[config.mk]
export PLATFORM = sky130hd
export DESIGN_NAME = vio_route_stage
export DESIGN_NICKNAME = d
export VERILOG_FILES = /design/src/rtl/vio_route_stage_pkg.sv /design/src/rtl/vio_route_stage_lane.sv /design/src/rtl/vio_route_stage.sv
export SDC_FILE = /design/constraint.sdc
export NUM_CORES = 1
export LEC_CHECK = 0
export CELL_PAD_IN_SITES_DETAIL_PLACEMENT = 1
export CELL_PAD_IN_SITES_GLOBAL_PLACEMENT = 1
export CORE_UTILIZATION = 44
export CTS_CLUSTER_DIAMETER = 30
export DETAILED_ROUTE_END_ITERATION = 8
export PLACE_DENSITY_LB_ADDON = 0.2
export SLEW_MARGIN = 15
export SYNTH_ARGS = -nofsm -noshare
export SYNTH_HDL_FRONTEND = slang
export SYNTH_HIERARCHICAL = 1
export SYNTH_SLANG_ARGS = --single-unit
[constraint.sdc]
create_clock -name aclk -period 10.6 [get_ports aclk]
set_input_delay 1.06 -clock aclk [delete_from_list [all_inputs] [get_ports aclk]]
set_output_delay 1.06 -clock aclk [all_outputs]
set_load 0.02 [all_outputs]
[src/rtl/vio_route_stage_pkg.sv]
// Shared types and constants for the per-region route stage.
package vio_route_stage_pkg;

  localparam int ROUTE_BITS    = 14;
  localparam int N_REGIONS     = 4;
  localparam int AXI_DATA_BITS = 64;
  localparam int AXI_KEEP_BITS = AXI_DATA_BITS / 8;
  localparam int PID_BITS      = 6;

  typedef logic [ROUTE_BITS-1:0] route_t;

  // One buffered beat, carrying the route it was tagged with on entry.
  typedef struct packed {
    logic [AXI_DATA_BITS-1:0] tdata;
    logic [AXI_KEEP_BITS-1:0] tkeep;
    logic                     tlast;
    logic [PID_BITS-1:0]      tid;
    route_t                   route;
  } beat_t;

  // Host port of a region: region number in the top nibble, fixed host tag below.
  function automatic route_t ROUTE_HOST(input logic [3:0] region);
    return {region, 10'b1111111100};
  endfunction

endpackage

[src/rtl/vio_route_stage_lane.sv]
// One region: active/shadow/pend route registers, packet tracking and a
// 2-entry register slice (main + skid). With VIO_ROUTE_STATS_EN defined the
// lane also counts packets leaving on the output side.
module vio_route_stage_lane
  import vio_route_stage_pkg::*;
#(
  parameter logic [3:0] REGION_ID = 4'd0
) (
  input  logic                     aclk,
  input  logic                     aresetn,
  input  logic                     wr_en,
  input  route_t                   wr_data,
  input  logic                     in_tvalid,
  output logic                     in_tready,
  input  logic [AXI_DATA_BITS-1:0] in_tdata,
  input  logic [AXI_KEEP_BITS-1:0] in_tkeep,
  input  logic                     in_tlast,
  input  logic [PID_BITS-1:0]      in_tid,
  output logic                     out_tvalid,
  input  logic                     out_tready,
  output logic [AXI_DATA_BITS-1:0] out_tdata,
  output logic [AXI_KEEP_BITS-1:0] out_tkeep,
  output logic                     out_tlast,
  output logic [PID_BITS-1:0]      out_tid,
  output route_t                   route_out,
`ifdef VIO_ROUTE_STATS_EN
  output logic [31:0]              pkt_cnt,
`endif
  output logic                     busy
);

  route_t active_q, shadow_q;
  logic   pend_q, in_pkt_q;
  beat_t  main_q, skid_q, in_beat;
  logic   main_vld_q, skid_vld_q, rdy_q, skid_vld_nxt;
  logic   accept;
  route_t tag;

  assign accept = in_tvalid && rdy_q;
  // A pending route is only adopted by the first beat of a packet.
  assign tag    = (!in_pkt_q && pend_q) ? shadow_q : active_q;

  // Incoming beat together with its route tag.
  always_comb begin
    in_beat = '{tdata: in_tdata, tkeep: in_tkeep, tlast: in_tlast, tid: in_tid, route: tag};
  end

  // Route registers and packet tracking; a write in the same cycle as a
  // packet start still sets pend, so it lands on the following packet.
  always_ff @(posedge aclk) begin
    if (!aresetn) begin
      active_q <= ROUTE_HOST(REGION_ID);
      shadow_q <= ROUTE_HOST(REGION_ID);
      pend_q   <= 1'b0;
      in_pkt_q <= 1'b0;
    end else begin
      if (accept) begin
        if (!in_pkt_q && pend_q) begin
          active_q <= shadow_q;
          pend_q   <= 1'b0;
        end
        in_pkt_q <= !in_tlast;
      end
      if (wr_en) begin
        shadow_q <= wr_data;
        pend_q   <= 1'b1;
      end
    end
  end

  // Skid occupancy next cycle: drains whenever main frees up, fills when main is held.
  always_comb begin
    skid_vld_nxt = skid_vld_q;
    if (!main_vld_q || out_tready) skid_vld_nxt = 1'b0;
    else if (accept)               skid_vld_nxt = 1'b1;
  end

  // Main entry and registered input ready (low through reset and the release cycle).
  always_ff @(posedge aclk) begin
    if (!aresetn) begin
      main_vld_q <= 1'b0;
      skid_vld_q <= 1'b0;
      rdy_q      <= 1'b0;
      main_q     <= '{tdata: '0, tkeep: '0, tlast: 1'b0, tid: '0, route: ROUTE_HOST(REGION_ID)};
    end else begin
      rdy_q      <= !skid_vld_nxt;
      skid_vld_q <= skid_vld_nxt;
      if (!main_vld_q || out_tready) begin
        if (skid_vld_q) begin
          main_q     <= skid_q;
          main_vld_q <= 1'b1;
        end else begin
          main_vld_q <= accept;
          if (accept) main_q <= in_beat;
        end
      end
    end
  end

  // Skid data only captures while main is stalled; its valid bit guards it.
  always_ff @(posedge aclk) begin
    if (main_vld_q && !out_tready && accept) skid_q <= in_beat;
  end

`ifdef VIO_ROUTE_STATS_EN
  logic [31:0] pkt_cnt_q;
  // Packets counted as their last beat leaves; wraps naturally.
  always_ff @(posedge aclk) begin
    if (!aresetn) pkt_cnt_q <= '0;
    else if (main_vld_q && out_tready && main_q.tlast) pkt_cnt_q <= pkt_cnt_q + 32'd1;
  end
  assign pkt_cnt = pkt_cnt_q;
`endif

  assign in_tready  = rdy_q;
  assign out_tvalid = main_vld_q;
  assign out_tdata  = main_q.tdata;
  assign out_tkeep  = main_q.tkeep;
  assign out_tlast  = main_q.tlast;
  assign out_tid    = main_q.tid;
  assign route_out  = main_q.route;
  assign busy       = in_pkt_q;

endmodule

[src/rtl/vio_route_stage.sv]
// Per-region route stage in front of the vFPGA data switch. Each region gets
// its own lane; route writes are decoded to one lane by route_wr_id, ids
// beyond N_ID match no lane. VIO_ROUTE_STATS_EN adds per-region pkt_cnt.
module vio_route_stage
  import vio_route_stage_pkg::*;
#(
  parameter int N_ID = N_REGIONS
) (
  input  logic                                   aclk,
  input  logic                                   aresetn,
  input  logic                                   route_wr_valid,
  input  logic [3:0]                             route_wr_id,
  input  route_t                                 route_wr_data,
  output route_t [N_ID-1:0]                      route_in,
  output logic   [N_ID-1:0]                      route_busy,
  input  logic   [N_ID-1:0]                      data_user_sink_tvalid,
  output logic   [N_ID-1:0]                      data_user_sink_tready,
  input  logic   [N_ID-1:0][AXI_DATA_BITS-1:0]   data_user_sink_tdata,
  input  logic   [N_ID-1:0][AXI_KEEP_BITS-1:0]   data_user_sink_tkeep,
  input  logic   [N_ID-1:0]                      data_user_sink_tlast,
  input  logic   [N_ID-1:0][PID_BITS-1:0]        data_user_sink_tid,
  output logic   [N_ID-1:0]                      data_sw_src_tvalid,
  input  logic   [N_ID-1:0]                      data_sw_src_tready,
  output logic   [N_ID-1:0][AXI_DATA_BITS-1:0]   data_sw_src_tdata,
  output logic   [N_ID-1:0][AXI_KEEP_BITS-1:0]   data_sw_src_tkeep,
  output logic   [N_ID-1:0]                      data_sw_src_tlast,
`ifdef VIO_ROUTE_STATS_EN
  output logic   [N_ID-1:0][31:0]                pkt_cnt,
`endif
  output logic   [N_ID-1:0][PID_BITS-1:0]        data_sw_src_tid
);

  // One independent lane per region.
  for (genvar i = 0; i < N_ID; i++) begin : g_lane
    vio_route_stage_lane #(.REGION_ID(4'(i))) u_lane (
      .aclk       (aclk),
      .aresetn    (aresetn),
      .wr_en      (route_wr_valid && (route_wr_id == 4'(i))),
      .wr_data    (route_wr_data),
      .in_tvalid  (data_user_sink_tvalid[i]),
      .in_tready  (data_user_sink_tready[i]),
      .in_tdata   (data_user_sink_tdata[i]),
      .in_tkeep   (data_user_sink_tkeep[i]),
      .in_tlast   (data_user_sink_tlast[i]),
      .in_tid     (data_user_sink_tid[i]),
      .out_tvalid (data_sw_src_tvalid[i]),
      .out_tready (data_sw_src_tready[i]),
      .out_tdata  (data_sw_src_tdata[i]),
      .out_tkeep  (data_sw_src_tkeep[i]),
      .out_tlast  (data_sw_src_tlast[i]),
      .out_tid    (data_sw_src_tid[i]),
      .route_out  (route_in[i]),
`ifdef VIO_ROUTE_STATS_EN
      .pkt_cnt    (pkt_cnt[i]),
`endif
      .busy       (route_busy[i])
    );
  end

endmodule

Word-level counts from Yosys, hierarchy flattened
Index checks and enable logic that the tools add are counted.
- equal/unequal tests: 3
- mux-type cells: 36
- reductions and logical operators: 65
- operators with widths (operator ; count):
    $mux 93 ; 8
    $mux 14 ; 4
    $mux 1 ; 24
    $reduce_bool 2->1 ; 12
    $logic_and 1x1->1 ; 20
    $logic_not 1->1 ; 20
    $reduce_and 2->1 ; 8
    $eq 4x2->1 const B ; 2
    $eq 4x1->1 const B ; 1
    $logic_not 4->1 ; 1
    $logic_or 1x1->1 ; 4
- register bits after elaboration: 876
- output and inout port bits: 384
- word-level logic and storage cells: 172

Logic depth before layout (Yosys ltp)
- depth after elaboration: 5
- gate-level depth with buffers: 7
- gate-level depth less buffers: 4

Modules after synthesis
Netlist, hierarchy kept.
- modules (own cells, without submodules) (module ; instances ; cells an instance ; area an instance (um2) ; sequential area each (um2)):
    vio_route_stage_lane at g_lane[3].u_lane ; 1 ; 695 ; 8951.1 ; 5315.1
    vio_route_stage_lane at g_lane[0].u_lane ; 1 ; 696 ; 8552.0 ; 5315.1
    vio_route_stage_lane at g_lane[2].u_lane ; 1 ; 695 ; 8545.7 ; 5315.1
    vio_route_stage_lane at g_lane[1].u_lane ; 1 ; 695 ; 8544.4 ; 5315.1
    vio_route_stage ; 1 ; 5 ; 65.1 ; 0.0

Worst setup path after synthesis
Ideal clock, no wire load.
- path type: input to register
- start point: input data_sw_src_tready[3]
- end point: register g_lane[3].u_lane/skid_q[0] (netlist name) (enable)
- data arrival time: 3.721 ns
- required time: 10.137 ns
- path slack: 6.416 ns
- cell stages on the path: 3
- cells stage by stage: nor2b_1 -> clkbuf_1 -> and3_1
- word-level cells in the longest chain between the ends: 3
- RTL lines (what ; RTL line ; text):
    start, declared ; vio_route_stage.sv:23 ; input logic [N_ID-1:0] data_sw_src_tready,
    $logic_not 1->1 ; vio_route_stage_lane.sv:102 ; if (main_vld_q && !out_tready && accept) skid_q <= in_beat;
    $logic_and 1x1->1 (2 in a row) ; vio_route_stage_lane.sv:102 ;
    end signal, assigned ; vio_route_stage_lane.sv:102 ;
    end, declared ; vio_route_stage_lane.sv:34 ; beat_t main_q, skid_q, in_beat;
Every way passes these cells.
A chain may end at the register's enable or synchronous reset.

Final worst setup path
- start point: register g_lane[3].u_lane.skid_vld_q
- end point: register g_lane[3].u_lane.main_q, in the netlist g_lane[3].u_lane/out_tdata[6]
- word-level cells in the longest chain between the ends: 2
- RTL lines (what ; RTL line ; text):
    start, declared ; vio_route_stage_lane.sv:35 ; logic main_vld_q, skid_vld_q, rdy_q, skid_vld_nxt;
    start signal, assigned ; vio_route_stage_lane.sv:87 ; skid_vld_q <= skid_vld_nxt;
    $reduce_bool 2->1 (no source line) ; n/a ;
    $reduce_and 2->1 (no source line) ; n/a ;
    end signal, assigned ; vio_route_stage_lane.sv:84 ; main_q <= '{tdata: '0, tkeep: '0, tlast: 1'b0, tid: '0, route: ROUTE_HOST(REGION_ID)};
    end signal, assigned ; vio_route_stage_lane.sv:90 ; main_q <= skid_q;
    end signal, assigned ; vio_route_stage_lane.sv:94 ; if (accept) main_q <= in_beat;
    end, declared ; vio_route_stage_lane.sv:34 ;
Several ways; a longest one is shown, not always the timed one.

==> flow_summary_export.csv <==
group,metric,value,unit
sta,rsz0062_at_grt,"no",
flow_run,cap_violations,0,
route,drt-wirelength-per-cell,25.5,um
sta,fin_ws,7.26,ns
clock_tree,cts-root-buf,"clkbuf_16",
route,dr.first_iter.drc_count,1343,
logic_synthesis,synth_area_leaders,"edfxtp_1 (32%), dfxtp_1 (29%), mux2i_1 (11%)",
sta,slew_viol_final,0,
floorplan,die_y,283,um
logic_synthesis,netlist_instances,2786,
placement,dp_hpwl,72200,um
clock_tree,cts_tree,"built",
route,route.detailed.drc,0,
global_route,grt_pass1_vias,28700,
clock_tree,cts.repair.resized,0,
floorplan,rows,102,
clock_tree,clockBufferDepth,3,
logic_synthesis,yosys.area.top_type_share,32.2,%
setup_path,crit_required,11.15,ns
finish,layout.nets,3807,
logic_synthesis,synthArstFlopShare,0,%
global_route,gr-total-overflow,0,
placement,globalplace.congestion,0.823,
power,p_leak,0.0165,uW
sta,finalHoldViolations,0,
finish,fillers,7374,
route,first_pass_iters,5,
sta,min_period_over_period,31.5,%
logic_synthesis,syn_avg_cell_area,12.4,um^2
clock_tree,cts.sinks,876,
finish,layout-drive-gt1-share,12.5,%
finish,area_delta_synth_final,40.0,%
setup_path,cp_slowest_cell,"dfxtp_4",
setup_path,crit_path_start_kind,"register",
route,vias,26600,
logic_synthesis,ys_seq_elements,876,
power,finalPower,10600,uW
sta,whs,0.472,ns
setup_path,crit_path_cell_trace,"a21oi_2 > nor2_4 > buf_4 > a211oi_1",
logic_synthesis,synth_nets,3131,
sta,setup_viol_count_final,0,
global_route,track_usage,28.8,%
sta,skew,0.0240,ns
worst_hold_path,hold_path_class,"register to register",
clock_tree,worstSkewPairLatency,0.72,ns
sta,slew_headroom,19.1,%
floorplan,pin_count,729,
logic_synthesis,synth_ff_type,"dfxtp_1",
clock_tree,post_cts_buffers,0,
floorplan,die_area,79900,um^2
floorplan,start_util,44.6,%
setup_path,path_max_fanout,56,
clock_tree,htreeDepth,4,
sta,fmax,0.300,GHz
run_status,status,"finished clean",
floorplan,die_w,283,um
logic_synthesis,synth_cell_types,42,
setup_path,cpPeakStageDelay,0.97,ns
global_route,antenna_found_initial,20,
worst_hold_path,holdPathStages,2,
clock_tree,hold_buffers,0,
power,power-per-cell-area,217,nW/um^2
finish,final_common_cell,"clkdlybuf4s50_1",
floorplan,core_area,77700,um^2
route,wirelength,119000,um
finish,layout_common_cells,"clkdlybuf4s50_1 (727), dfxtp_1 (500), mux2i_1 (372), edfxtp_1 (372), a21oi_1 (333)",
global_route,grt_pass1_wl,177000,um
setup_path,worstSetupPathType,"register to register",
setup_path,cp-end-kind,"register",
setup_path,arrival,3.88,ns
route,via_per_inst,5.68,
clock_tree,clk_pin_slew_worst_paths,0.05,ns
logic_synthesis,synth_edf_count,372,
clock_tree,cts_buffers,185,
setup_path,ff2ff_path_depth,4,
sta,min_period,3.34,ns
route,route.antenna.remaining_nets,0,
logic_synthesis,yosysWarnings,6,
placement,pre_cts_slack,6.56,ns
logic_synthesis,syn_area,34700,um^2
logic_synthesis,yosysSeqAreaShare,61.3,%
sta,worstMarginPinSlew,1.21,ns
global_route,grt_max_degree,95,
sta,tns,0,ns
logic_synthesis,yosysTopAreaCell,"edfxtp_1",
placement,numPortBuffers,728,
power,worst_ir_drop_vdd,0.000197,V
## layout make-up
cell class,count,area (um^2),share of cell area (%)
diodes,14,35.0,0.0722
inverters,8,33.8,0.0696
flip-flops and latches,876,21300,43.8
well taps,1040,1300,2.68
clock buffers,241,5130,10.6
clock inverters,108,1340,2.76
repair buffers,754,7500,15.5
multi-input cells,1637,11900,24.6
## per-layer routing
metal | part of all wire (%) | global-route usage (%) | up-vias
li1 | - | - | 12000
met1 | 39 | 33.4 | 13400
met2 | 50 | 48.8 | 844
met3 | 7.4 | 9.17 | 246
met4 | 3.4 | 12.1 | 20
met5 | 0.11 | 0 | -
## power breakdown
| group | internal (uW) | switching (uW) | leakage [uW] |
|---|---|---|---|
| sequential | 3640 | 82.9 | 0.00752 |
| combinational | 412 | 503 | 0.00589 |
| clock | 3990 | 1930 | 0.00313 |
| total | 8040 | 2510 | 0.0165 |
## flip-flops by register name, indices dropped and copies added, names as in the netlist, 24 cells and up
register	count
g_lane.u_lane/active_q	56
g_lane.u_lane/out_tid	24
g_lane.u_lane/out_tdata	256
g_lane.u_lane/out_tkeep	32
g_lane.u_lane/skid_q	372
g_lane.u_lane/shadow_q	56
g_lane.u_lane/route_out	56
## synthesized netlist by cell type, types with 8 or more instances
| master | number |
|---|---|
| dfxtp_1 | 504 |
| edfxtp_1 | 372 |
| mux2i_1 | 372 |
| a21oi_1 | 333 |
| a211oi_1 | 300 |
| nand2_1 | 171 |
| buf_2 | 101 |
| clkbuf_1 | 75 |
| a211oi_2 | 72 |
| nor2_1 | 64 |
| a21o_1 | 57 |
| and3b_1 | 56 |
| buf_4 | 51 |
| nand3_1 | 36 |
| o21ai_0 | 36 |
| o311ai_1 | 24 |
| a21oi_2 | 23 |
| o2111ai_1 | 20 |
| o22ai_1 | 20 |
| buf_6 | 17 |
| o311ai_0 | 12 |
| clkbuf_4 | 9 |
| buf_1 | 8 |
| nand2b_1 | 8 |
## kinds of logic after synthesis
family	Yosys count	synth area share (%)
muxes	372	10.7
and+or+nand+nor	361	5.25
DFF	876	61.3
AOI/OAI and AO/OA	904	18.2
buffers and inverters	273	4.45
## critical path: cells and delay by family, from the launching register on
family	cells	cell delay, ns
flops	1	0.97
simple gates	1	0.89
buf+inv	1	0.81
compound gates	2	0.44
## path summary, 6_finish.rpt
check                                               endpoint  slack (ns)                                  startpoint
hold reg to reg   g_lane[1].u_lane/active_q[13]$_SDFFE_PN0P_        0.47  g_lane[1].u_lane/shadow_q[13]$_SDFFE_PN0P_
setup reg to reg  g_lane[3].u_lane/out_tdata[6]$_SDFFE_PN0P_        7.26      g_lane[3].u_lane/skid_vld_q$_SDFF_PN0_
hold / removal    g_lane[1].u_lane/active_q[13]$_SDFFE_PN0P_        0.47  g_lane[1].u_lane/shadow_q[13]$_SDFFE_PN0P_
setup / recovery  g_lane[3].u_lane/out_tdata[6]$_SDFFE_PN0P_        7.26      g_lane[3].u_lane/skid_vld_q$_SDFF_PN0_
## through the flow
stage	cell area, um^2	util, %	std cells
after floorplan	34700	-	2786
after detailed placement	42000	54.0	4314
final	48500	62.4	4678
after CTS	48500	62.4	4663
after global placement	42000	54.0	4314
after global routing	48500	62.4	4674
(Power assumes the default switching activity.)
